## src/rtl/psram_arbiter.sv

```systemverilog
`default_nettype none
// ============================================================================
//  Module      : psram_arbiter
//  Description : Two-client round-robin arbiter feeding the PSRAM controller
//                strobe interface. One outstanding transaction at a time;
//                read data is returned with a one-cycle valid pulse.
//  Revision    : 1.0 - initial release
// ============================================================================
module psram_arbiter #(
    parameter int ADDR_W = 24,
    parameter int DATA_W = 16
) (
    input  logic              clk,
    input  logic              rst_n,
    // client port 0
    input  logic              req0,
    input  logic              we0,
    input  logic [ADDR_W-1:0] addr0,
    input  logic [DATA_W-1:0] wdata0,
    output logic              ack0,
    output logic              rvalid0,
    // client port 1
    input  logic              req1,
    input  logic              we1,
    input  logic [ADDR_W-1:0] addr1,
    input  logic [DATA_W-1:0] wdata1,
    output logic              ack1,
    output logic              rvalid1,
    // shared read data
    output logic [DATA_W-1:0] rdata,
    // controller side
    input  logic              mem_ready,
    output logic [ADDR_W-1:0] mem_addr,
    output logic              mem_read_strb,
    output logic              mem_write_strb,
    output logic [DATA_W-1:0] mem_data_in,
    input  logic [DATA_W-1:0] mem_data_out
);

    // GUARD exists because the controller's ready is registered and only
    // falls one cycle after it sees a strobe.
    typedef enum logic [1:0] {
        ST_IDLE  = 2'd0,
        ST_ISSUE = 2'd1,
        ST_GUARD = 2'd2,
        ST_WAIT  = 2'd3
    } state_t;

    state_t              state_q, state_d;
    logic                op_q, op_d;                 // 1 = write
    logic                gnt_q, gnt_d;               // port owning the transaction
    logic                last_grant_q, last_grant_d;
    logic [ADDR_W-1:0]   mem_addr_q, mem_addr_d;
    logic [DATA_W-1:0]   mem_data_in_q, mem_data_in_d;
    logic                rd_strb_q, rd_strb_d;
    logic                wr_strb_q, wr_strb_d;
    logic                ack0_q, ack0_d;
    logic                ack1_q, ack1_d;
    logic                rvalid0_q, rvalid0_d;
    logic                rvalid1_q, rvalid1_d;
    logic [DATA_W-1:0]   rdata_q, rdata_d;

    logic                w_sel;   // port chosen in IDLE
    logic                w_sel_we;

    // Round-robin pick: a lone requester wins, a tie goes to the port not served last
    always_comb begin
        w_sel = 1'b0;
        if (req0 && req1) begin
            w_sel = ~last_grant_q;
        end else begin
            w_sel = req1;
        end
        w_sel_we = w_sel ? we1 : we0;
    end

    // Next-state and registered-output computation
    always_comb begin
        state_d       = state_q;
        op_d          = op_q;
        gnt_d         = gnt_q;
        last_grant_d  = last_grant_q;
        mem_addr_d    = mem_addr_q;
        mem_data_in_d = mem_data_in_q;
        rdata_d       = rdata_q;
        rd_strb_d     = 1'b0;
        wr_strb_d     = 1'b0;
        ack0_d        = 1'b0;
        ack1_d        = 1'b0;
        rvalid0_d     = 1'b0;
        rvalid1_d     = 1'b0;

        case (state_q)
            ST_IDLE: begin
                if (mem_ready && (req0 || req1)) begin
                    mem_addr_d    = w_sel ? addr1 : addr0;
                    mem_data_in_d = w_sel ? wdata1 : wdata0;
                    op_d          = w_sel_we;
                    gnt_d         = w_sel;
                    last_grant_d  = w_sel;
                    // strobe and ack become visible during ISSUE
                    rd_strb_d     = ~w_sel_we;
                    wr_strb_d     = w_sel_we;
                    ack0_d        = ~w_sel;
                    ack1_d        = w_sel;
                    state_d       = ST_ISSUE;
                end
            end
            ST_ISSUE: begin
                state_d = ST_GUARD;
            end
            ST_GUARD: begin
                // controller ready is stale here, so it is deliberately not looked at
                state_d = ST_WAIT;
            end
            ST_WAIT: begin
                if (mem_ready) begin
                    if (!op_q) begin
                        rdata_d   = mem_data_out;
                        rvalid0_d = ~gnt_q;
                        rvalid1_d = gnt_q;
                    end
                    state_d = ST_IDLE;
                end
            end
            default: begin
                state_d = ST_IDLE;
            end
        endcase
    end

    // State and output registers; async reset abandons any in-flight transaction
    always_ff @(posedge clk or negedge rst_n) begin
        if (!rst_n) begin
            state_q       <= ST_IDLE;
            op_q          <= 1'b0;
            gnt_q         <= 1'b0;
            last_grant_q  <= 1'b1;
            mem_addr_q    <= '0;
            mem_data_in_q <= '0;
            rdata_q       <= '0;
            rd_strb_q     <= 1'b0;
            wr_strb_q     <= 1'b0;
            ack0_q        <= 1'b0;
            ack1_q        <= 1'b0;
            rvalid0_q     <= 1'b0;
            rvalid1_q     <= 1'b0;
        end else begin
            state_q       <= state_d;
            op_q          <= op_d;
            gnt_q         <= gnt_d;
            last_grant_q  <= last_grant_d;
            mem_addr_q    <= mem_addr_d;
            mem_data_in_q <= mem_data_in_d;
            rdata_q       <= rdata_d;
            rd_strb_q     <= rd_strb_d;
            wr_strb_q     <= wr_strb_d;
            ack0_q        <= ack0_d;
            ack1_q        <= ack1_d;
            rvalid0_q     <= rvalid0_d;
            rvalid1_q     <= rvalid1_d;
        end
    end

    assign mem_addr       = mem_addr_q;
    assign mem_data_in    = mem_data_in_q;
    assign mem_read_strb  = rd_strb_q;
    assign mem_write_strb = wr_strb_q;
    assign ack0           = ack0_q;
    assign ack1           = ack1_q;
    assign rvalid0        = rvalid0_q;
    assign rvalid1        = rvalid1_q;
    assign rdata          = rdata_q;

endmodule
`default_nettype wire

```

## config.mk

```make
export PLATFORM = sky130hd
export DESIGN_NAME = psram_arbiter
export DESIGN_NICKNAME = d
export VERILOG_FILES = /design/src/rtl/psram_arbiter.sv
export SDC_FILE = /design/constraint.sdc
export NUM_CORES = 1
export LEC_CHECK = 0
export ABC_AREA = 1
export CAP_MARGIN = 0
export CORE_MARGIN = 3
export CORE_UTILIZATION = 43
export DETAILED_ROUTE_END_ITERATION = 8
export PLACE_DENSITY_LB_ADDON = 0.08
export SYNTH_ARGS = -nofsm -noshare
export SYNTH_HDL_FRONTEND = slang
export SYNTH_SLANG_ARGS = --single-unit
```

## constraint.sdc

```tcl
create_clock -name clk -period 3.5 [get_ports clk]
set_input_delay 0.7 -clock clk [delete_from_list [all_inputs] [get_ports clk]]
set_output_delay 0.7 -clock clk [all_outputs]
set_load 0.01 [all_outputs]
```

==> flow_summary.yaml, run 1 <==
run_status:
  status: "finished clean"
synth:
  syn_inst: 425
  syn_avg_cell_area_sq_um: 7.59
  yosysWarnings: 0
  syn_area_sq_um: 3230
  synth_fp_nets: 531
  ys_types: 18
  yosysSeqAreaShare: 0.520
  synth-seq-cells: 67
cts:
  cts.path.max_buffers: 2
  clk_latency_ns: 0.33
  cts.sinks: 67
  htreeDepth: 3
  hold_buffers: 0
  cts_setup_buffers: 0
  cts_tree: "yes"
  postCtsResizedCells: 0
  clkTransAtPathRegs_ns: 0.07
  cts_buffers: 9
  cts-root-buf: "clkbuf_8"
route:
  viasPerCell: 4.76
  routed_wl_mm: 9.19
  wl_met1_mm: 3.70
  wl_per_cell_um: 13.5
  wl_met3_um: 782
  dr_wl_met2_mm: 4.54
  ant_nets: 0
  dr_total_vias: 3248
  drc: 0
  drt_iter0_drc: 123
  topRoutingLayerUsed: "met4"
  dr.pass1.iters: 4
worst_setup_path:
  path_cells: "clkdlybuf4s50_1 -> nand2_2 -> nand2_2 -> nand2_1 -> nand2_1 -> nand2_1 -> inv_1"
  critPathMaxFanout: 42
  cp_slowest_stage_delay_ns: 0.58
  path_common_cell: "nand2_1"
  arrival_ns: 2.29
  slowest_stage: "nand2_2"
  worstSetupPathType: "input pin to flip-flop"
  ff2ff_setup_slack_ns: 1.76
  crit_buf_inv: 2
  cp-start-kind: "input pin"
  critPathTopFamily: "simple AND/OR/NAND/NOR gates"
  worst_setup_path_end_kind: "flip-flop"
  crit_required_ns: 3.76
global_route:
  grt_usage: 0.219
  overflow: 0
  antenna_found_initial: 0
  grt_pass1_wl_mm: 14.9
  grt_max_degree: 46
  grt_pass1_vias: 3172
die:
  io_pins: 165
  dieArea_sq_um: 8580
  die_height_um: 92.6
  fp.coreArea_sq_um: 7020
  rows: 30
  start_util: 0.460
  chipWidth_um: 92.6
power:
  cellPowerDensity_nw_per_um2: 690
  ir_drop_mv: 0.398
  finalPower_w: 0.00350
  p_leak_nw: 2.59
sta:
  worstMarginPinSlew_ns: 0.988
  report.final.hold_viol_count: 0
  fin_crit_ns: 2.03
  fin_crit_sh: 0.580
  finalSetupViolations: 0
  rsz0062_at_grt: "no"
  relSlewSlack: 0.342
  fin_worst_skew_ns: 0.00753
  slew_violations: 0
  fmax_ghz: 0.493
  finalSetupTns_ns: 0
placement:
  gp_congestion: 0.784
  dpl.hpwl_mm: 6.61
  port_buffers: 164
final_layout:
  antennaDiodeCount: 0
  area_growth_pct: 57.2
  drive_gt1_frac: 0.0579
  layout.nets: 688
flow_run:
  maxCapViolations: 0
min_path:
  hold_class: "flip-flop to flip-flop"
## where the power goes
part           switching, W  internal [W]
clock              0.000269      0.000345
sequential         0.000178       0.00110
combinational      0.000775      0.000830
total               0.00122       0.00228
## cell families after synthesis
logic type,after synthesis,synth area share
buf+inv,34,0.0582
simple gates,321,0.410
fa+ha+maj,3,0.0116
flops,67,0.520
## cell usage after synthesis
cell type  count  area [sq um]
clkbuf_1       4          15.0
buf_1          3          11.3
nand3_2        1          10.0
inv_1          8          30.0
dfrtp_1       66          1650
nor3_4         1          16.3
ha_1           3          37.5
nor2_4         2          22.5
buf_4          5          37.5
or2_2          1          6.26
nor2_1         4          15.0
dfstp_2        1          26.3
nand2_2        3          18.8
buf_2          9          45.0
inv_2          1          3.75
nand2_1      250           938
nand3_1       59           295
buf_6          4          45.0
## worst paths after layout
check                                  to  depth (start not counted)  startpoint
max in group asynchronous         rvalid1                          2       rst_n
hold / removal                    rvalid0                          1       gnt_q
setup reg to reg                 rdata[1]                          4  state_q[1]
hold reg to reg                   rvalid0                          1       gnt_q
setup / recovery           mem_write_strb                          7        req0
min in group asynchronous    mem_addr[10]                          1       rst_n
## placed cells by master, fill, tap and decap left out
cell type,netlist,routed
buf_2,9,2
buf_4,5,7
bufinv_16,0,1
clkbuf_1,4,1
clkbuf_8,0,10
clkdlybuf4s50_1,0,162
clkinv_2,0,3
clkinvlp_4,0,1
dfrtp_1,66,66
dfstp_2,1,1
ha_1,3,3
inv_1,8,8
inv_2,1,1
nand2_1,250,250
nand2_2,3,3
nand3_1,59,59
nand3_2,1,1
nor2_1,4,4
nor2_4,2,2
nor3_4,1,1
or2_2,1,1
## layer usage
metal	track usage	vias up
met3	0.0699	10
met5	0	-
met1	0.252	1484
met4	0.0928	0
li1	-	1628
met2	0.375	126
## final cells by class
| cell class | count | area, sq um |
|---|---|---|
| well taps | 96 | 120 |
| flip-flops and latches | 67 | 1680 |
| clock inverters | 5 | 52.6 |
| clock buffers | 11 | 141 |
| repair buffers | 171 | 1680 |
| multi-input cells | 324 | 1360 |
| inverters | 9 | 33.8 |
| fillers | 591 | 1950 |
## sequential cells by signal, indices dropped and copies added, names as in the netlist
signal and cells:
op_q 1, mem_addr 24, mem_write_strb 1, gnt_q 1, mem_read_strb 1, state_q 2
rvalid1 1, ack1 1, mem_data_in 16, last_grant_q 1, rdata 16, ack0 1
rvalid0 1
## through the flow
step	utilization	setup slack [ns]	area, sq um	hold slack, ns	std cells
final	0.722	1.47	5070	0.455	683
after global routing	0.722	1.26	5070	0.470	683
after CTS	0.722	1.47	5070	0.452	683
after detailed placement	0.695	1.14	4880	0.447	667
after global placement	0.695	1.19	4880	0.435	667
after floorplan	-	2.02	3230	0.404	425
(Power assumes the default switching activity.)
==> run 2, diff against run 1 <==
--- a/config.mk
+++ b/config.mk
@@ -8,7 +8,7 @@
 export ABC_AREA = 1
 export CAP_MARGIN = 0
 export CORE_MARGIN = 3
-export CORE_UTILIZATION = 43
+export CORE_UTILIZATION = 36
 export DETAILED_ROUTE_END_ITERATION = 8
 export PLACE_DENSITY_LB_ADDON = 0.08
 export SYNTH_ARGS = -nofsm -noshare
==> constraint.sdc (replaced) <==
create_clock -name clk -period 1.85 [get_ports clk]
set_input_delay 0.37 -clock clk [delete_from_list [all_inputs] [get_ports clk]]
set_output_delay 0.37 -clock clk [all_outputs]
set_load 0.01 [all_outputs]
==> run 2 against run 1 <==
Clock power rose by 94%. Highest routed layer unchanged. Sequential cell count did not move. Sequential power rose by 90%. Final cell count rose by 2.2%.
==> flow_summary.yaml, run 2 (synthesized netlist as in run 1, its figures left out) <==
min_path:
  hold_class: "input pin to asynchronous set/reset pin"
die:
  chipWidth_um: 101
  rows: 33
  io_pins: 165
  dieArea_sq_um: 10100
  die_height_um: 101
  start_util: 0.381
  fp.coreArea_sq_um: 8460
placement:
  gp_congestion: 0.765
  port_buffers: 164
  dpl.hpwl_mm: 6.77
sta:
  worstMarginPinSlew_ns: 0.381
  finalSetupViolations: 0
  fmax_ghz: 0.614
  fin_crit_sh: 0.880
  fin_crit_ns: 1.63
  slew_violations: 0
  fin_worst_skew_ns: 0.00833
  report.final.hold_viol_count: 0
  hold_slack_ns: 0.0215
  relSlewSlack: 0.746
  finalSetupTns_ns: 0
  rsz0062_at_grt: "no"
route:
  drc: 0
  wl_per_cell_um: 13.4
  dr.pass1.iters: 4
  routed_wl_mm: 9.38
  drt_iter0_drc: 87
  viasPerCell: 4.64
  dr_total_vias: 3236
  ant_nets: 0
final_layout:
  area_growth_pct: 60.5
  drive_gt1_frac: 0.0675
  final_common_cell: "nand2_1"
  largest_register_ffs: 24
  antennaDiodeCount: 0
  final_cell_mix: "nand2_1, clkdlybuf4s50_1, dfrtp_1"
  layout.nets: 694
  finish.utilization: 0.612
  fillers: 800
cts:
  htreeDepth: 3
  cts_tree: "yes"
  clkTransAtPathRegs_ns: 0.07
  cts.path.max_buffers: 2
  cts_setup_buffers: 0
  postCtsResizedCells: 0
  cts-root-buf: "clkbuf_8"
  cts_buffers: 9
  clk_latency_ns: 0.34
  hold_buffers: 0
  cts.sinks: 67
power:
  finalPower_w: 0.00674
  cellPowerDensity_nw_per_um2: 1300
  ir_drop_mv: 0.454
  p_leak_nw: 2.64
worst_setup_path:
  arrival_ns: 1.26
  worst_setup_path_end_kind: "primary output"
  critPathTopFamily: "buffers and inverters"
  crit_required_ns: 1.48
  worstSetupPathType: "flip-flop to primary output"
  critPathMaxFanout: 2
  slowest_stage: "clkdlybuf4s50_1"
  cp_slowest_stage_delay_ns: 0.57
  cp-start-kind: "flip-flop"
  crit_buf_inv: 1
  path_cells: "clkdlybuf4s50_1"
global_route:
  overflow: 0
  antenna_found_initial: 0
  grt_pass1_wl_mm: 15.2
  grt_max_degree: 68
  grt_usage: 0.190
  grt_pass1_vias: 3033
flow_run:
  maxCapViolations: 0
run_status:
  status: "finished clean"
[run 2: changes by cell type in the layout (fill, tap and decap cells not counted), sizes merged]
cell  previous run  this run
buf              9        15
[run 2: per-layer routing]
layer  vias to the layer above  routed length, um  global-route usage
met5                         -                  0                   0
met4                         0                121              0.0684
met3                        10                878              0.0498
met2                       126               4340               0.297
met1                      1459               4050               0.256
li1                       1641                  -                   -
[run 2: final cells by class]
class / instances / area (sq um) / area share
clock buffers: 11 / 141 / 0.0273
clock inverters: 5 / 52.6 / 0.0102
inverters: 9 / 33.8 / 0.00653
multi-input cells: 324 / 1360 / 0.263
flip-flops and latches: 67 / 1680 / 0.324
well taps: 105 / 131 / 0.0254
repair buffers: 177 / 1780 / 0.344
[run 2: final timing paths]
check | startpoint | endpoint | slack (ns) | cells after the start
max in group asynchronous | rst_n | last_grant_q | 1.46 | 2
min reg2reg | gnt_q | rvalid0 | 0.46 | 1
min in group clk | gnt_q | rvalid0 | 0.46 | 1
max reg2reg | state_q[0] | op_q | 0.35 | 7
max | mem_data_in[15] | mem_data_in[15] | 0.22 | 1
min | rst_n | mem_data_in[9] | 0.02 | 2
[run 2: per-stage QoR]
step,instances,worst slack (ns),cell area (sq um)
2_1_floorplan,425,0.508,3230
6_report,698,0.222,5180
3_5_place_dp,682,0.110,4980
4_1_cts,698,0.198,5180
5_1_grt,698,0.170,5180
3_3_place_gp,682,0.178,4980
[run 2: power by group]
group / switching [W] / internal (W) / total (W) / leakage, nW
Sequential: 0.000342 / 0.00209 / 0.00243 / 0.850
Clock: 0.000542 / 0.000652 / 0.00119 / 0.0991
Combinational: 0.00147 / 0.00165 / 0.00311 / 1.69
==> run 3, diff against run 2 <==
--- a/config.mk
+++ b/config.mk
@@ -7,9 +7,9 @@
 export LEC_CHECK = 0
 export ABC_AREA = 1
 export CAP_MARGIN = 0
-export CORE_MARGIN = 3
-export CORE_UTILIZATION = 36
+export CORE_UTILIZATION = 55
 export DETAILED_ROUTE_END_ITERATION = 8
+export DONT_BUFFER_PORTS = 1
 export PLACE_DENSITY_LB_ADDON = 0.08
 export SYNTH_ARGS = -nofsm -noshare
 export SYNTH_HDL_FRONTEND = slang
==> run 3 against run 2 <==
Largest power group is now registers. The run now ends with hold timing left. Worst setup slack improved by 0.19 ns. Combinational power fell by 56%. Sequential share of layout area up 17 points.
==> flow_summary.yaml, run 3 (synthesized netlist as in run 1, its figures left out) <==
cts:
  postCtsResizedCells: 0
  clkTransAtPathRegs_ns: 0.08
  cts_buffers: 9
  htreeDepth: 3
  cts.sinks: 67
  cts.path.max_buffers: 2
  cts-root-buf: "clkbuf_8"
  clk_latency_ns: 0.33
  cts_setup_buffers: 0
  cts_tree: "yes"
power:
  p_comb_frac: 0.264
  p_seq_frac: 0.537
  cellPowerDensity_nw_per_um2: 1520
  power.share.switching: 0.405
  clkPwrFrac: 0.199
  ir_drop_mv: 0.687
  p_int_w: 0.00310
  p_leak_nw: 1.96
  switchingPower_w: 0.00211
global_route:
  grt_pass1_wl_mm: 11.2
  grt_usage: 0.237
  grt_max_degree: 68
  overflow: 0
  grt_pass1_vias: 2466
  antenna_found_initial: 0
run_status:
  status: "complete, but fails checks"
  violations: "hold timing"
worst_setup_path:
  worstSetupPathType: "flip-flop to flip-flop"
  critPathMaxFanout: 30
  worst_setup_path_end_kind: "flip-flop"
  ff2ff_setup_slack_ns: 0.41
  arrival_ns: 1.71
  cp-start-kind: "flip-flop"
  crit_required_ns: 2.12
placement:
  dpl.hpwl_mm: 4.70
  placed_area_sq_um: 3250
  gp_congestion: 0.756
  pre_cts_ws_ns: 0.397
  port_buffers: 0
sta:
  worstMarginPinSlew_ns: 0.390
  setup_slack_ns: 0.412
  fmax_ghz: 0.696
  rsz0062_at_grt: "no"
  slew_violations: 0
  finalSetupTns_ns: 0
  fin_worst_skew_ns: 0.00835
  report.final.hold_viol_count: 67
  fin_crit_sh: 0.777
  hold_slack_ns: -0.273
  fin_crit_ns: 1.44
  relSlewSlack: 0.740
  finalSetupViolations: 0
min_path:
  hold_class: "input pin to asynchronous set/reset pin"
final_layout:
  fillers: 526
  design_area_sq_um: 3420
  antennaDiodeCount: 0
  seq_area_sq_um: 1680
  area_growth_pct: 5.90
  largest_register_ffs: 24
  final_common_cell: "nand2_1"
  final_cell_mix: "nand2_1, dfrtp_1, nand3_1"
  layout.nets: 525
  multiInputGateArea_sq_um: 1360
  drive_gt1_frac: 0.0802
route:
  wl_per_cell_um: 13.8
  ant_nets: 0
  drc: 0
  dr_total_vias: 2569
  dr.pass1.iters: 6
  routed_wl_mm: 6.87
  viasPerCell: 5.18
  drt_iter0_drc: 118
die:
  io_pins: 165
  fp.coreArea_sq_um: 5570
  dieArea_sq_um: 6170
  chipWidth_um: 78.6
  die_height_um: 78.6
  start_util: 0.579
  rows: 27
flow_run:
  maxCapViolations: 0
[run 3: cell types whose count changed in the layout (fill, tap and decap cells not counted), sizes merged]
cell	change
buf	-7
clkdlybuf4s50	-162
bufinv	-1
clkbuf	-2
clkinv	+3
[run 3: power by group through the flow]
stage	Combinational (W)	Sequential [W]	Clock, W
2_1_floorplan	0.00118	0.00269	0
3_3_place_gp	0.00134	0.00283	0
3_5_place_dp	0.00139	0.00282	0
4_1_cts	0.00139	0.00281	0.00107
5_1_grt	0.00162	0.00288	0.00112
6_report	0.00137	0.00280	0.00104
[run 3: layout make-up]
| class | instances | share of cell area |
|---|---|---|
| Clock buffer | 9 | 0.0363 |
| Multi-Input combinational cell | 324 | 0.398 |
| Sequential cell | 67 | 0.491 |
| Inverter | 9 | 0.00989 |
| Clock inverter | 7 | 0.0132 |
| Tap cell | 72 | 0.0264 |
| Timing Repair Buffer | 8 | 0.0249 |
[run 3: layer usage]
layer  vias to the layer above  share of wire  global-route usage
met3                        11          0.093              0.0651
met5                         -              0                   0
met4                         0          0.019               0.119
li1                       1301              -                   -
met2                       114           0.46               0.392
met1                      1143           0.43               0.284
[run 3: critical path, cell delays in order, from the launching register on]
cell	delay [ns]
dfrtp_1	0.40
inv_1	0.09
ha_1	0.19
inv_1	0.09
nor3_4	0.24
buf_12	0.20
nand2_1	0.10
nand2_1	0.07
[run 3: final timing paths]
path,depth (start not counted),to,from
min in group clk,2,rdata[9],mem_data_out[9]
hold reg to reg,2,last_grant_q,last_grant_q
hold / removal,0,mem_addr[8],rst_n
setup / recovery,7,last_grant_q,state_q[0]
setup reg to reg,7,last_grant_q,state_q[0]
max in group asynchronous,0,last_grant_q,rst_n
[run 3: per-stage QoR]
step                      utilization  hold WS [ns]  instances  total power (W)
after floorplan                     -        0.0744        425          0.00387
after global placement          0.582        0.0757        480          0.00416
after detailed placement        0.582        0.0758        480          0.00422
after CTS                       0.613        -0.293        496          0.00527
after global routing            0.613        -0.293        496          0.00562
final                           0.613        -0.273        496          0.00521
